`src/rtl/vref_cal_pkg.sv`:
```
// Shared definitions for the MBTRAIN VREF calibration handshake (initiator and responder sides).
// Latency: n/a (package only).
// Backpressure: n/a.
//
// Contents: sideband message codes, responder state encoding.
package vref_cal_pkg;

  // Decoded sideband message codes exchanged between initiator and responder.
  localparam logic [3:0] MSG_NONE       = 4'b0000;
  localparam logic [3:0] MSG_START_REQ  = 4'b0001;
  localparam logic [3:0] MSG_START_RESP = 4'b0010;
  localparam logic [3:0] MSG_END_REQ    = 4'b0011;
  localparam logic [3:0] MSG_END_RESP   = 4'b0100;

  typedef enum logic [2:0] {
    ST_IDLE       = 3'd0,
    ST_WAIT_REQ   = 3'd1,
    ST_START_RESP = 3'd2,
    ST_TEST       = 3'd3,
    ST_END_RESP   = 3'd4,
    ST_DONE       = 3'd5
  } state_t;

endpackage

```
`src/rtl/lane_fail_counter.sv`:
```
// Counts failing lanes (zero bits) in a per-lane pass/fail vector.
// Latency: combinational; the parent registers the result.
// Backpressure: none.
//
// Ports:
//   lanes      - per-lane result, 1 = pass, 0 = fail
//   zero_count - number of zero bits in lanes
module lane_fail_counter #(
  parameter int NUM_LANES = 16
) (
  input  logic [NUM_LANES-1:0]         lanes,
  output logic [$clog2(NUM_LANES+1)-1:0] zero_count
);

  localparam int CW = $clog2(NUM_LANES+1);

  always_comb begin
    zero_count = '0;
    for (int i = 0; i < NUM_LANES; i++) begin
      if (!lanes[i]) zero_count = zero_count + CW'(1);
    end
  end

endmodule

```
`src/rtl/vref_cal_rx.sv`:
```
// Responder half of the MBTRAIN VREF calibration handshake: answers START/END requests, runs the RX point test.
// Latency: every output is registered from next-state, so it moves on the same edge as the state register.
// Backpressure: a sent response is held on o_valid_tx until the sideband TX reports a busy negedge while no
//               sibling RX-path block owns the mux (i_valid_rx=0).
//
// Optional feature macro: VREF_CAL_RX_TIMEOUT_EN (TEST timeout; o_timeout tied 0 when undefined).
//
// Ports:
//   clk, rst                      - clock, asynchronous active-high reset
//   i_en                          - sub-state enable; low forces IDLE and clears outputs
//   i_decoded_sideband_message    - partner message code, qualified by i_sideband_valid
//   i_busy_negedge_detected       - sideband TX finished sending
//   i_valid_rx                    - sibling block owns the sideband mux
//   i_mainband_or_valtrain_test   - test type, latched on START_REQ
//   i_pt_done, i_rx_lanes_result  - point test completion pulse and its per-lane result
//   o_sideband_message, o_valid_tx - outgoing response and its request to the TX mux
//   o_pt_en                       - RX point test enable
//   o_mainband_or_valtrain_test   - latched test type
//   o_lanes_result, o_fail_count  - captured lane result and its zero count
//   o_test_ack                    - sub-state complete, held until i_en falls
//   o_timeout                     - TEST timed out waiting for END_REQ
module vref_cal_rx
  import vref_cal_pkg::*;
#(
  parameter int NUM_LANES      = 16,
  parameter int TIMEOUT_CYCLES = 8_000_000
) (
  input  logic                           clk,
  input  logic                           rst,
  input  logic                           i_en,
  input  logic [3:0]                     i_decoded_sideband_message,
  input  logic                           i_sideband_valid,
  input  logic                           i_busy_negedge_detected,
  input  logic                           i_valid_rx,
  input  logic                           i_mainband_or_valtrain_test,
  input  logic                           i_pt_done,
  input  logic [NUM_LANES-1:0]           i_rx_lanes_result,
  output logic [3:0]                     o_sideband_message,
  output logic                           o_valid_tx,
  output logic                           o_pt_en,
  output logic                           o_mainband_or_valtrain_test,
  output logic [NUM_LANES-1:0]           o_lanes_result,
  output logic [$clog2(NUM_LANES+1)-1:0] o_fail_count,
  output logic                           o_test_ack,
  output logic                           o_timeout
);

  localparam int FCW = $clog2(NUM_LANES+1);

  state_t               state_q, state_d;
  logic [3:0]           msg_d;
  logic                 vld_d, pt_en_d, type_d, ack_d, to_d;
  logic [NUM_LANES-1:0] lanes_d;
  logic [FCW-1:0]       fail_d, fail_cnt;
  logic                 to_hit;

  // The TX mux may be serving a sibling RX-path block; only a negedge seen while we own it retires our message.
  wire tx_done   = i_busy_negedge_detected && !i_valid_rx;
  wire start_req = i_sideband_valid && (i_decoded_sideband_message == MSG_START_REQ);
  wire end_req   = i_sideband_valid && (i_decoded_sideband_message == MSG_END_REQ);

  lane_fail_counter #(.NUM_LANES(NUM_LANES)) u_fail_cnt (
    .lanes      (i_rx_lanes_result),
    .zero_count (fail_cnt)
  );

`ifdef VREF_CAL_RX_TIMEOUT_EN
  localparam int TW = $clog2(TIMEOUT_CYCLES+1);
  logic [TW-1:0] to_cnt_q;

  // Held at zero outside TEST, so it starts from zero on every entry to TEST; saturates at TIMEOUT_CYCLES.
  always_ff @(posedge clk or posedge rst) begin
    if (rst)                                 to_cnt_q <= '0;
    else if (state_q != ST_TEST)             to_cnt_q <= '0;
    else if (to_cnt_q != TW'(TIMEOUT_CYCLES)) to_cnt_q <= to_cnt_q + TW'(1);
  end

  // Fires on the last TEST cycle so DONE lands exactly TIMEOUT_CYCLES after entering TEST.
  assign to_hit = (state_q == ST_TEST) && (to_cnt_q == TW'(TIMEOUT_CYCLES - 1));
`else
  assign to_hit = 1'b0;
`endif

  always_comb begin
    state_d = state_q;
    msg_d   = o_sideband_message;
    vld_d   = o_valid_tx;
    pt_en_d = o_pt_en;
    type_d  = o_mainband_or_valtrain_test;
    lanes_d = o_lanes_result;
    fail_d  = o_fail_count;
    ack_d   = o_test_ack;
    to_d    = o_timeout;

    if (!i_en) begin
      state_d = ST_IDLE;
      msg_d   = MSG_NONE;
      vld_d   = 1'b0;
      pt_en_d = 1'b0;
      type_d  = 1'b0;
      lanes_d = '0;
      fail_d  = '0;
      ack_d   = 1'b0;
      to_d    = 1'b0;
    end else begin
      case (state_q)
        ST_IDLE: begin
          state_d = ST_WAIT_REQ;
          lanes_d = '0;
          fail_d  = '0;
        end
        ST_WAIT_REQ: begin
          if (start_req) begin
            state_d = ST_START_RESP;
            msg_d   = MSG_START_RESP;
            vld_d   = 1'b1;
            pt_en_d = 1'b1;
            type_d  = i_mainband_or_valtrain_test;
          end
        end
        ST_START_RESP: begin
          if (tx_done) begin
            state_d = ST_TEST;
            vld_d   = 1'b0;
          end
        end
        ST_TEST: begin
          // Capture first so a result arriving with END_REQ is visible in END_RESP.
          if (i_pt_done) begin
            lanes_d = i_rx_lanes_result;
            fail_d  = fail_cnt;
          end
          if (end_req) begin
            state_d = ST_END_RESP;
            msg_d   = MSG_END_RESP;
            vld_d   = 1'b1;
            pt_en_d = 1'b0;
          end else if (to_hit) begin
            state_d = ST_DONE;
            msg_d   = MSG_NONE;
            pt_en_d = 1'b0;
            ack_d   = 1'b1;
            to_d    = 1'b1;
          end
        end
        ST_END_RESP: begin
          if (tx_done) begin
            state_d = ST_DONE;
            msg_d   = MSG_NONE;
            vld_d   = 1'b0;
            ack_d   = 1'b1;
          end
        end
        ST_DONE: ;
        default: state_d = ST_IDLE;
      endcase
    end
  end

  always_ff @(posedge clk or posedge rst) begin
    if (rst) begin
      state_q                     <= ST_IDLE;
      o_sideband_message          <= MSG_NONE;
      o_valid_tx                  <= 1'b0;
      o_pt_en                     <= 1'b0;
      o_mainband_or_valtrain_test <= 1'b0;
      o_lanes_result              <= '0;
      o_fail_count                <= '0;
      o_test_ack                  <= 1'b0;
      o_timeout                   <= 1'b0;
    end else begin
      state_q                     <= state_d;
      o_sideband_message          <= msg_d;
      o_valid_tx                  <= vld_d;
      o_pt_en                     <= pt_en_d;
      o_mainband_or_valtrain_test <= type_d;
      o_lanes_result              <= lanes_d;
      o_fail_count                <= fail_d;
      o_test_ack                  <= ack_d;
      o_timeout                   <= to_d;
    end
  end

endmodule
```
`config.mk`:
```
export PLATFORM = sky130hd
export DESIGN_NAME = vref_cal_rx
export DESIGN_NICKNAME = d
export VERILOG_FILES = /design/src/rtl/vref_cal_pkg.sv /design/src/rtl/lane_fail_counter.sv /design/src/rtl/vref_cal_rx.sv
export SDC_FILE = /design/constraint.sdc
export NUM_CORES = 1
export LEC_CHECK = 0
export ABC_AREA = 0
export BUFFER_PORTS_ARGS = -buffer_cell sky130_fd_sc_hd__buf_4
export CAP_MARGIN = 20
export CORE_UTILIZATION = 40
export CTS_CLUSTER_DIAMETER = 60
export CTS_CLUSTER_SIZE = 24
export DETAILED_ROUTE_END_ITERATION = 10
export PLACE_DENSITY = 0.68
export SLEW_MARGIN = 10
export SYNTH_ARGS = -nofsm -noshare
export SYNTH_HDL_FRONTEND = slang
export SYNTH_SLANG_ARGS = --single-unit
```
`constraint.sdc`:
```
create_clock -name clk -period 1.9 [get_ports clk]
set_input_delay 0.19 -clock clk [delete_from_list [all_inputs] [get_ports clk]]
set_output_delay 0.19 -clock clk [all_outputs]
set_load 0.01 [all_outputs]
```
# After elaboration in Yosys (flattened, before gate mapping)
# Index checks and enable logic that the tools add are counted.
dict set report classes {
  addsub 15
  n_eq_ne 22
  mux 47
  reduce_logical 13
}
# operator n
set op_table {}
lappend op_table {{2-to-1 mux 5 bit} 17}
lappend op_table {{adder 5 x 1 -> 5 bit, second input constant} 14}
lappend op_table {{2-to-1 mux 16 bit} 2}
lappend op_table {{one-hot mux 16 bit (2 select lines)} 1}
lappend op_table {{one-hot mux 3 bit (6 select lines)} 1}
lappend op_table {{2-to-1 mux 4 bit} 4}
lappend op_table {{2-to-1 mux 3 bit} 5}
lappend op_table {{!= test 3 bit, second input constant} 5}
lappend op_table {{2-to-1 mux 1 bit} 13}
lappend op_table {{one-hot mux 4 bit (3 select lines)} 1}
lappend op_table {{one-hot mux 5 bit (2 select lines)} 1}
lappend op_table {{!= test 2 x 1 -> 1 bit, second input constant} 4}
lappend op_table {{AND reduction 4 bit} 2}
lappend op_table {{== test 3 x 2 -> 1 bit, second input constant} 2}
lappend op_table {{== test 3 bit, second input constant} 2}
lappend op_table {{!= test 3 x 1 -> 1 bit, second input constant} 2}
lappend op_table {{AND reduction 2 bit} 3}
lappend op_table {{AND reduction 5 bit} 1}
lappend op_table {{== test 4 x 1 -> 1 bit, second input constant} 1}
lappend op_table {{== test 4 x 2 -> 1 bit, second input constant} 1}
lappend op_table {{!= test 4 x 1 -> 1 bit, second input constant} 1}
lappend op_table {{!= test 4 x 2 -> 1 bit, second input constant} 1}
lappend op_table {{== test 3 x 1 -> 1 bit, second input constant} 1}
lappend op_table {{logical AND 1 bit} 3}
lappend op_table {{other kinds (9)} 9}
dict set report word_totals {
  regBits 32
  output_inout_bits 30
  wordCells 105
}

# Logic depth before layout (Yosys ltp)
dict set report logic_depth {
  depth_word 34
  ltp_mapped 47
}

# By module
# From an unflattened synthesis, not the netlist that was laid out.
dict set report hier_totals {
  cells_unflattened 393
  hier_area_um2 3350.7
}
# mod n_inst cells_per_inst area_per_inst_um2 seq_area_each_um2
set by_module_without_submodules {}
lappend by_module_without_submodules {lane_fail_counter 1 240 1849.3 0.0}
lappend by_module_without_submodules {vref_cal_rx 1 153 1501.4 750.7}

# Worst setup path before layout
# Ideal clock, no wire load.
dict set report synth_path {
  kind {input to register}
  start {in i_rx_lanes_result[0]}
  end {reg o_fail_count[4]}
  t_arrival_ps 7627
  required_ps 1779
  path_slack_ps -5848
  cell_stages 46
  path_cell_list {inv_1 > ha_1 > xnor2_1 > ha_1 > xor2_1 > o21a_1 > xor2_1 > mux2_2 > ha_1 > nand2b_1 > o31ai_1 > nor2_1 > xnor2_1 > nor2_1 > a21o_1 > ha_1 > nor2_1 > a21oi_1 > [10 not listed] > ha_1 > a22o_1 > nand2_1 > nand3_1 > o41ai_1 > ha_1 > nor2b_1 > a31o_2 > a31oi_1 > inv_1 > ha_1 > nor2_1 > a21oi_1 > ha_1 > nor2b_1 > nand3_2 > xnor2_1 > a22o_1}
}
dict set report synth_via {
  elab_chain_len 34
}
# item line_no
set synth_rtl {}
lappend synth_rtl {{start: declaration} vref_cal_rx.sv:37} ;# input logic [NUM_LANES-1:0] i_rx_lanes_result,
lappend synth_rtl {{2-to-1 mux 1 bit (*)} lane_fail_counter.sv:20} ;# if (!lanes[i]) zero_count = zero_count + CW'(1);
lappend synth_rtl {{adder 1 x 1 -> 2 bit} lane_fail_counter.sv:20}
lappend synth_rtl {{2-to-1 mux 5 bit (*)} lane_fail_counter.sv:20}
lappend synth_rtl {{adder 5 x 1 -> 5 bit} lane_fail_counter.sv:20}
lappend synth_rtl {{2-to-1 mux 5 bit (*)} lane_fail_counter.sv:20}
lappend synth_rtl {{adder 5 x 1 -> 5 bit} lane_fail_counter.sv:20}
lappend synth_rtl {{2-to-1 mux 5 bit (*)} lane_fail_counter.sv:20}
lappend synth_rtl {{adder 5 x 1 -> 5 bit} lane_fail_counter.sv:20}
lappend synth_rtl {{[18 not listed]} n/a}
lappend synth_rtl {{2-to-1 mux 5 bit (*)} lane_fail_counter.sv:20}
lappend synth_rtl {{adder 5 x 1 -> 5 bit} lane_fail_counter.sv:20}
lappend synth_rtl {{2-to-1 mux 5 bit (*)} lane_fail_counter.sv:20}
lappend synth_rtl {{adder 5 x 1 -> 5 bit} lane_fail_counter.sv:20}
lappend synth_rtl {{2-to-1 mux 5 bit (*)} lane_fail_counter.sv:20}
lappend synth_rtl {{2-to-1 mux 5 bit (*)} vref_cal_rx.sv:129} ;# if (i_pt_done) begin
lappend synth_rtl {{one-hot mux 5 bit (2 select lines) (*)} vref_cal_rx.sv:106} ;# case (state_q)
lappend synth_rtl {{2-to-1 mux 5 bit (*)} vref_cal_rx.sv:95} ;# if (!i_en) begin
lappend synth_rtl {{end signal: assignment} vref_cal_rx.sv:178} ;# o_fail_count <= fail_d;
lappend synth_rtl {{end: declaration} vref_cal_rx.sv:43} ;# output logic [$clog2(NUM_LANES+1)-1:0] o_fail_count,
# Every way passes the cells marked *; elsewhere a longest branch is shown, timed or not. The select of a mux whose other input is x is not followed.
# A chain may end at the register's enable or synchronous reset.

# Worst setup path after layout
# Same ends and word-level chain as after synthesis.

==> results.sh <==
export IMPL_async_reset_ff_share_pct=100.0
export IMPL_drive_above_1_share_pct=47.56
export IMPL_met2_usage_pct=43.30
export IMPL_start_kind="input port"
export IMPL_wirelength_mm=8.878
export IMPL_cpMostUsedCell="buf_4"
export IMPL_clkTransAtPathRegs_ns=0.07
export IMPL_drv_slew=0
export IMPL_cts_tree="built"
export IMPL_violations="setup timing"
export IMPL_htreeDepth=2
export IMPL_tns_ns=-23.97
export IMPL_start_util_pct=41.68
export IMPL_cp_slowest_stage_delay_ns=0.33
export IMPL_crit_arrival_ns=7.74
export IMPL_fin_crit_sh_pct=398.2
export IMPL_busiest_layer="met2"
export IMPL_cts_sinks=30
export IMPL_synthesis_area_mm2=0.003055
export IMPL_synth_seq_cells=30
export IMPL_hold_viol_final=0
export IMPL_max_slew_worst_pin_slew_ns=0.6812
export IMPL_worstPathRequired_ns=2.08
export IMPL_wire_per_inst_um=14.07
export IMPL_ant_nets=0
export IMPL_coreArea_mm2=0.007331
export IMPL_synth_top_cell_by_area="dfrtp_1"
export IMPL_vdd_drop_max_mv=0.7482
export IMPL_io_pins=58
export IMPL_use_met3_pct=2.493
export IMPL_grt_pass1_wl_mm=14.20
export IMPL_crit_type="in -> reg"
export IMPL_vias_per_cell=5.060
export IMPL_routed_via_count=3193
export IMPL_yosys_top_cells_count="xnor2_1, dfrtp_1, nor2_1, a22o_1, nor2b_1"
export IMPL_clockBufferDepth=2
export IMPL_drtIter0Drc=95
export IMPL_portBuffers=54
export IMPL_run_status="finished, violations left"
export IMPL_rsz0062_at_grt="true"
export IMPL_setup_viol=5
export IMPL_die_w_um=89.40
export IMPL_cp_slowest_cell="ha_1"
export IMPL_area_growth_syn_to_layout_pct=64.54
export IMPL_synth_most_common_cell="xnor2_1"
export IMPL_use_met1_pct=26.27
export IMPL_rows=31
export IMPL_diodes=0
export IMPL_nFillCells=571
export IMPL_grt_pass1_vias=3171
export IMPL_maxSlewHeadroom_pct=54.01
export IMPL_cts_buffers=5
export IMPL_postSynthCellCount=345
export IMPL_skew_ns=0.008438
export IMPL_place_hpwl_mm=5.879
export IMPL_die_area_mm2=0.007992
export IMPL_synth_edf_count=0
export IMPL_die_y_um=89.40
export IMPL_cap_viol_max_count=0
export IMPL_synthTopCellsByArea="dfrtp_1, xnor2_1, ha_1"
export IMPL_pwr_density_cell_mw_per_mm2=1426
export IMPL_antenna_found_initial=0
export IMPL_place_area_mm2=0.004298
export IMPL_critPathMaxFanout=4
export IMPL_routabilityCongestion=0.8105
export IMPL_timing_final_ws_setup_ns=-5.666
export IMPL_drc=0
export IMPL_max_freq_mhz=132.2
export IMPL_power_leakage_nw=2.400
export IMPL_synth_flop_cell="dfrtp_1"
export IMPL_track_usage_pct=22.96
export IMPL_globalRouteOverflowTotal=0
export IMPL_min_path_type="in -> reg"
export IMPL_final_area_mm2=0.005027
export IMPL_ys_warn_count=0
export IMPL_ys_seq_area_share_pct=24.57
export IMPL_period_minus_slack_ns=7.566
export IMPL_synth_avg_cell_area_um2=8.856
export IMPL_synthDistinctLibCells=59
export IMPL_finalNetCount=576
export IMPL_endpoint_kind="flop"
export IMPL_grt_max_degree=31
export IMPL_clock_latency_ns=0.29
export IMPL_cts_root_buffer="clkbuf_8"
export IMPL_synth_top_cell_area_share_pct=24.57
export IMPL_first_pass_iters=4
-- state kept, by name, indices dropped and copies added (netlist names) --
| name | count |
|---|---|
| o_sideband_message | 2 |
| o_fail_count | 5 |
| o_valid_tx | 1 |
| o_mainband_or_valtrain_test | 1 |
| o_test_ack | 1 |
| o_lanes_result | 16 |
| o_pt_en | 1 |
| state_q | 3 |
-- worst max-delay path, delay by kind of cell --
kind            cells  cell delay (ns)
xor+xnor            7             1.03
compound gates     13             2.09
mux                 2             0.46
buf+inv            11             1.24
fa+ha+maj           7             1.78
simple gates        9             0.94
-- through the flow --
| stage | power, mW | utilization [%] | hold WS (ns) | setup WS (ns) | instances |
|---|---|---|---|---|---|
| detailed placement | 5.174 | 58.63 | 0.2987 | -5.819 | 567 |
| global route | 7.696 | 68.58 | 0.1724 | -6.082 | 631 |
| finish | 7.169 | 68.58 | 0.1762 | -5.666 | 631 |
| CTS | 6.614 | 66.14 | 0.1714 | -5.336 | 626 |
| global placement | 5.056 | 58.63 | 0.2952 | -5.526 | 567 |
| floorplan | 3.612 | - | 0.2808 | -5.398 | 347 |
-- kinds of logic after synthesis --
logic type	Yosys count	share of synthesized area, %
AO/OA/AOI/OAI	74	17.81
XOR/XNOR	64	21.87
adder cells (fa/ha/maj)	17	6.961
buffers and inverters	34	4.627
flip-flops	30	24.57
multiplexers	9	3.071
other	1	0.1227
AND/OR/NAND/NOR	116	20.97
-- metal layers --
layer  share of wire (%)  vias to the layer above
met1                  41                     1511
met3                 3.1                       25
met2                  52                       74
li1                    -                     1583
met4                 3.4                        0
met5                   0                        -
-- power breakdown --
part	switching (mW)	total, mW	internal [mW]
Sequential	0.00588	0.650	0.644
Combinational	2.48	5.97	3.49
Clock	0.258	0.549	0.291
Total	2.75	7.17	4.42
-- final cells by class --
type	count	area, um^2	share of cell area [%]
multi-input cells	283	2475	49.23
repair buffers	197	1513	30.09
flip-flops and latches	30	750.7	14.93
well taps	99	123.9	2.464
clock buffers	6	82.58	1.643
inverters	14	70.07	1.394
clock inverters	2	12.51	0.2489
-- path summary, 6_finish.rpt --
path / from / end / slack [ns] / depth (start not counted)
worst max-delay path: i_rx_lanes_result[0] / o_fail_count[4]$_DFFE_PP0P_ / -5.67 / 49
worst min-delay path: i_mainband_or_valtrain_test / o_mainband_or_valtrain_test$_DFFE_PP0P_ / 0.18 / 3
worst max register to register: state_q[1]$_DFFE_PP0P_ / o_sideband_message[2]$_DFFE_PP0P_ / 0.25 / 6
worst min register to register: o_test_ack$_DFFE_PP0P_ / o_test_ack$_DFFE_PP0P_ / 0.50 / 1
max in group asynchronous: rst / o_lanes_result[12]$_DFFE_PP0P_ / 1.09 / 4
min in group asynchronous: rst / o_mainband_or_valtrain_test$_DFFE_PP0P_ / 0.53 / 4
-- timing repair --
item | 4_1_cts | 5_1_grt
endpoints found under the setup margin | 5 | 5
gates resized for setup | 12 | 22
buffers inserted | 50 | 5
pin swaps | 28 | 24
hold endpoints to repair | 30 | 0
hold buffers | 1 | 0
-- layout by cell type, fill, tap and decap left out, types with 4 or more instances in the layout --
cell type,synthesis,final
nor2b_1,22,19
buf_4,3,192
mux2i_1,6,6
a22o_1,22,22
nand2_1,19,19
nand3_1,8,7
xnor2_4,1,4
nor3_1,6,6
ha_4,0,4
xor2_2,2,5
xnor2_1,41,33
nor3b_1,7,7
inv_1,14,11
xor2_1,14,10
nand2b_1,12,10
o21a_1,7,7
nor2_1,23,20
xnor2_2,2,7
dfrtp_1,30,30
o21ai_0,13,9
clkbuf_8,0,6
ha_1,17,13
a21oi_1,7,6
Power figures use the tool's default switching activity.
